`config.mk`:
```
export PLATFORM = sky130hd
export DESIGN_NAME = slave_rd_resp
export DESIGN_NICKNAME = d
export VERILOG_FILES = /design/src/rtl/slave_rd_resp.sv
export SDC_FILE = /design/constraint.sdc
export NUM_CORES = 1
export LEC_CHECK = 0
export BUFFER_PORTS_ARGS = -buffer_cell sky130_fd_sc_hd__buf_2
export CAP_MARGIN = 20
export CORE_MARGIN = 1
export CORE_UTILIZATION = 46
export DETAILED_ROUTE_END_ITERATION = 16
export GPL_TIMING_DRIVEN = 0
export PLACE_DENSITY_LB_ADDON = 0.25
export SLEW_MARGIN = 20
export SYNTH_ARGS = -nofsm -noshare
export SYNTH_HDL_FRONTEND = slang
export SYNTH_SLANG_ARGS = --single-unit
```
`constraint.sdc`:
```
create_clock -name clk -period 2.7 [get_ports clk]
set_input_delay 0.54 -clock clk [delete_from_list [all_inputs] [get_ports clk]]
set_output_delay 0.54 -clock clk [all_outputs]
set_load 0.02 [all_outputs]
```
`src/rtl/slave_rd_resp.sv`:
```
// Register-slave read-response block: one-hot word capture into a small response FIFO.
// Optional macro SLAVE_RD_MULTI_OR_EN: multi-hot selects return the OR of the selected words.
module slave_rd_resp #(
  parameter int W_WIDTH   = 32,
  parameter int W_CNT     = 5,
  parameter int RSP_DEPTH = 2
) (
  input  logic                           clk,
  input  logic                           rst,
  input  logic                           rd_req,
  output logic                           rd_req_rdy,
  input  logic [W_CNT-1:0]               rd_words,
  input  logic [W_WIDTH*W_CNT-1:0]       all_words,
  output logic                           rd_vld,
  input  logic                           rd_rdy,
  output logic [W_WIDTH-1:0]             rd_data,
  output logic                           rd_err,
  output logic [$clog2(RSP_DEPTH+1)-1:0] rsp_cnt
);
  // Handshakes: a request transfers on a rising edge with rd_req && rd_req_rdy;
  // a response transfers on a rising edge with rd_vld && rd_rdy. The offering
  // side holds its payload stable until the transfer happens.

  localparam int CW = $clog2(RSP_DEPTH + 1);
  localparam int PW = (RSP_DEPTH > 1) ? $clog2(RSP_DEPTH) : 1;

  logic [CW-1:0]      cnt_q, cnt_d;
  logic [PW-1:0]      wr_ptr_q, wr_ptr_d;
  logic [PW-1:0]      rd_ptr_q, rd_ptr_d;
  logic [W_WIDTH:0]   mem_q [RSP_DEPTH];
  logic [W_WIDTH:0]   head;
  logic [W_WIDTH-1:0] sel_or;
  logic [W_WIDTH-1:0] new_data;
  logic               new_err;
  logic               one_hot;
  logic               push, pop;

  // Explicit wrap so RSP_DEPTH need not be a power of two.
  function automatic logic [PW-1:0] ptr_inc(input logic [PW-1:0] p);
    return (p == PW'(RSP_DEPTH - 1)) ? '0 : p + PW'(1);
  endfunction

  always_comb begin
    sel_or  = '0;
    one_hot = (rd_words != '0) && ((rd_words & (rd_words - W_CNT'(1))) == '0);
    for (int k = 0; k < W_CNT; k++) begin
      if (rd_words[k]) sel_or = sel_or | all_words[k*W_WIDTH +: W_WIDTH];
    end
    new_err = !one_hot;
`ifdef SLAVE_RD_MULTI_OR_EN
    new_data = sel_or;
`else
    new_data = one_hot ? sel_or : '0;
`endif
  end

  // A full FIFO refuses requests even when a pop lands on the same edge.
  assign rd_req_rdy = (cnt_q != CW'(RSP_DEPTH));
  assign rd_vld     = (cnt_q != '0);
  assign push       = rd_req && rd_req_rdy;
  assign pop        = rd_vld && rd_rdy;

  always_comb begin
    cnt_d    = cnt_q;
    wr_ptr_d = wr_ptr_q;
    rd_ptr_d = rd_ptr_q;
    if (push) wr_ptr_d = ptr_inc(wr_ptr_q);
    if (pop)  rd_ptr_d = ptr_inc(rd_ptr_q);
    case ({push, pop})
      2'b10:   cnt_d = cnt_q + CW'(1);
      2'b01:   cnt_d = cnt_q - CW'(1);
      default: cnt_d = cnt_q;
    endcase
  end

  always_ff @(posedge clk or posedge rst) begin
    if (rst) begin
      cnt_q    <= '0;
      wr_ptr_q <= '0;
      rd_ptr_q <= '0;
    end else begin
      cnt_q    <= cnt_d;
      wr_ptr_q <= wr_ptr_d;
      rd_ptr_q <= rd_ptr_d;
    end
  end

  // Storage needs no reset: entries are only visible while counted as valid.
  always_ff @(posedge clk) begin
    if (push) mem_q[wr_ptr_q] <= {new_err, new_data};
  end

  assign head    = mem_q[rd_ptr_q];
  assign rd_data = rd_vld ? head[W_WIDTH-1:0] : '0;
  assign rd_err  = rd_vld ? head[W_WIDTH] : 1'b0;
  assign rsp_cnt = cnt_q;

endmodule

```
==> reports/results.ini <==
[layout]
nNetsFinal=673
final_area_sq_um=5331
num_antenna_cells=0
area_delta_synth_final_pct=35.66
seq_area_sq_um=2082
final_cell_mix=buf_2, edfxtp_1, nor2_1, a22oi_1, mux2i_1
fillers=676
multiInputGateArea_sq_um=1612
layout-drive-gt1-share_pct=53.54
final_common_cell=buf_2

[global_route]
antenna_found_initial=0
grt_max_degree=23
grt_pass1_vias=3139
grt-ovfl-total=0
track_usage_pct=23.51
grt_first_pass_wirelength_mm=15.48

[place]
routabilityCongestion=0.8074
post-dp-hpwl_mm=7.965
dp_slack_ns=0.6911
io_buffer_count=200
placed_area_sq_um=5126

[logic_synthesis]
synth_edf_count=66
synthXorXnorAreaFrac_pct=1.528
synth_fa_ha_area_share_pct=0.3184
yosysWarnings=0
synth_compound_area_share_pct=24.96
synth_seq_area_share_pct=52.98
async_flop_share_pct=5.714
syn_area_sq_um=3930
yosysUniqueCellTypes=29
synth_top_family_by_area=compound AO/OA/AOI/OAI gates
synth-main-ff-cell=edfxtp_1
synth-simple-area-share_pct=5.571
synth_seq_cells=70
synth.area.mux_share_pct=8.405
syn_nets=460
synthCells=290
avgSynthCellArea_sq_um=13.55

[worst_hold_path]
min-delay-path-class=in2async

[detailed_routing]
via_count=3473
viasPerCell=5.666
first_pass_iters=9
drtAntennaViolNets=0
wl_per_cell_microns=17.57
wirelength_mm=10.77
first_iter_violations=258
drcViolationCount=0

[timing]
post-route-min-period_ns=2.362
setup_viol=0
worst_slew_pin_slew_ns=0.6615
drv_slew=0
fmax_mhz=423.5
rsz0062_at_grt=false
tns_ns=0
final-hold-violation-count=0
slew_headroom_pct=55.90
setup_slack_ns=0.3385
skew_ns=0.008604
fin_crit_sh_pct=87.46

[power_and_ir_drop]
leakage_uw=0.002366
peakVddDrop_mv=0.2860
p_total_uw=4515
power.density_nw_per_um2=846.9

[worst_setup_path]
startpoint_type=flip-flop
rrSetupSlack_ns=0.86
slowest_stage=dfrtp_1
r2r_end=rsp_cnt[1]
r2r_start=rsp_cnt[0]
critPathRequiredTime_ns=2.16
path_cells=nor2_1 > buf_2 > nor2_1 > buf_2
end_kind=output port
critPathMaxStageDelay_ns=0.45
crit_type=reg2out
arrival_ns=1.82
cp_max_fo=10
worst_r2r_path_depth=6

[clocking]
ctsHoldBuffers=0
cts_resized=0
cts_tree=yes
cts_buffer_depth=2
clock-root-buffer=clkbuf_8
htreeDepth=3
cts_setup_buffers=0
numCtsBuffers=9
clk_latency_ns=0.34
clk_pin_slew_ns=0.07
clock-sinks=70

[floorplanning]
die-width_microns=94.43
die_area_sq_um=8917
core_area_sq_um=8258
rows=33
ioPinCount=206
initial_core_util_pct=47.59
die_h_microns=94.43

[run]
cap_violations=0

[status]
status=finished, final reports clean

[stage by stage]
stage,utilization [%],instances,hold slack [ns]
5_1_grt,64.56,613,0.07032
4_1_cts,64.56,613,0.07066
3_3_place_gp,61.33,595,0.4278
2_1_floorplan,-,290,0.3061
3_5_place_dp,62.08,597,0.4392
6_report,64.56,613,0.07560
[routing by layer]
layer / part of all wire [%] / global-route usage [%] / wire length (microns)
met5: 0 / 0 / 0
met4: 1.6 / 7.564 / 176
met3: 7.3 / 5.636 / 781
met2: 49 / 38.89 / 5279
met1: 42 / 30.36 / 4535
[state kept, by name (all words and copies together), names as in the netlist]
name      count
rd_ptr_q      1
wr_ptr_q      1
rsp_cnt       2
mem_q        66
[worst max path at each step]
stage	from	to	slack (ns)	cells after the start
final	rsp_cnt[0]	rd_data[28]	0.34	4
after global routing	rsp_cnt[0]	rd_data[28]	0.20	4
after CTS	rsp_cnt[0]	rd_data[28]	0.31	4
after detailed placement	rsp_cnt[0]	rd_data[28]	0.69	4
after global placement	rd_req	mem_q[0][22]	0.23	3
after floorplan	rsp_cnt[0]	mem_q[0][0]	0.46	3
[where the power goes]
group,internal [uW],total (uW),switching (uW)
Sequential,1510,1600,86.5
Clock,515,880,365
Combinational,782,2040,1260
[final cells by class]
type                       count  share of cell area, %
clock buffer                  11                  2.464
tap                          105                  2.464
multi-input combinational    185                  30.23
inverter                       2                 0.1408
timing repair buffer         202                  19.81
sequential                    70                  39.05
clock inverter                 5                  1.385
buffer                        33                  4.459
[worst max-delay path, delay by kind of cell (launching register included)]
family | cells | cell delay, ns
and+or+nand+nor | 2 | 0.52
DFF | 1 | 0.45
buffers and inverters | 2 | 0.50
[kinds of logic after synthesis]
logic type / Yosys count
AO/OA/AOI/OAI: 98
XOR/XNOR: 6
adder cells (fa/ha/maj): 1
buffers and inverters: 35
flip-flops: 70
multiplexers: 33
AND/OR/NAND/NOR: 47
[cells in the mapped netlist (all sizes together), types with 2 or more instances]
master | instances | area share (%)
nor2b | 2 | 0.32
edfxtp | 66 | 50
xnor2 | 3 | 0.67
a22oi | 65 | 17
dlygate4sd1 | 3 | 0.67
dfrtp | 4 | 2.5
inv | 2 | 0.19
a222oi | 32 | 8.2
and2 | 2 | 0.32
mux2i | 33 | 8.4
buf | 16 | 3.9
clkbuf | 14 | 1.5
nor3 | 2 | 0.51
nor2 | 37 | 3.5
xor2 | 3 | 0.86
No activity file was read; power rests on OpenSTA's default activity.
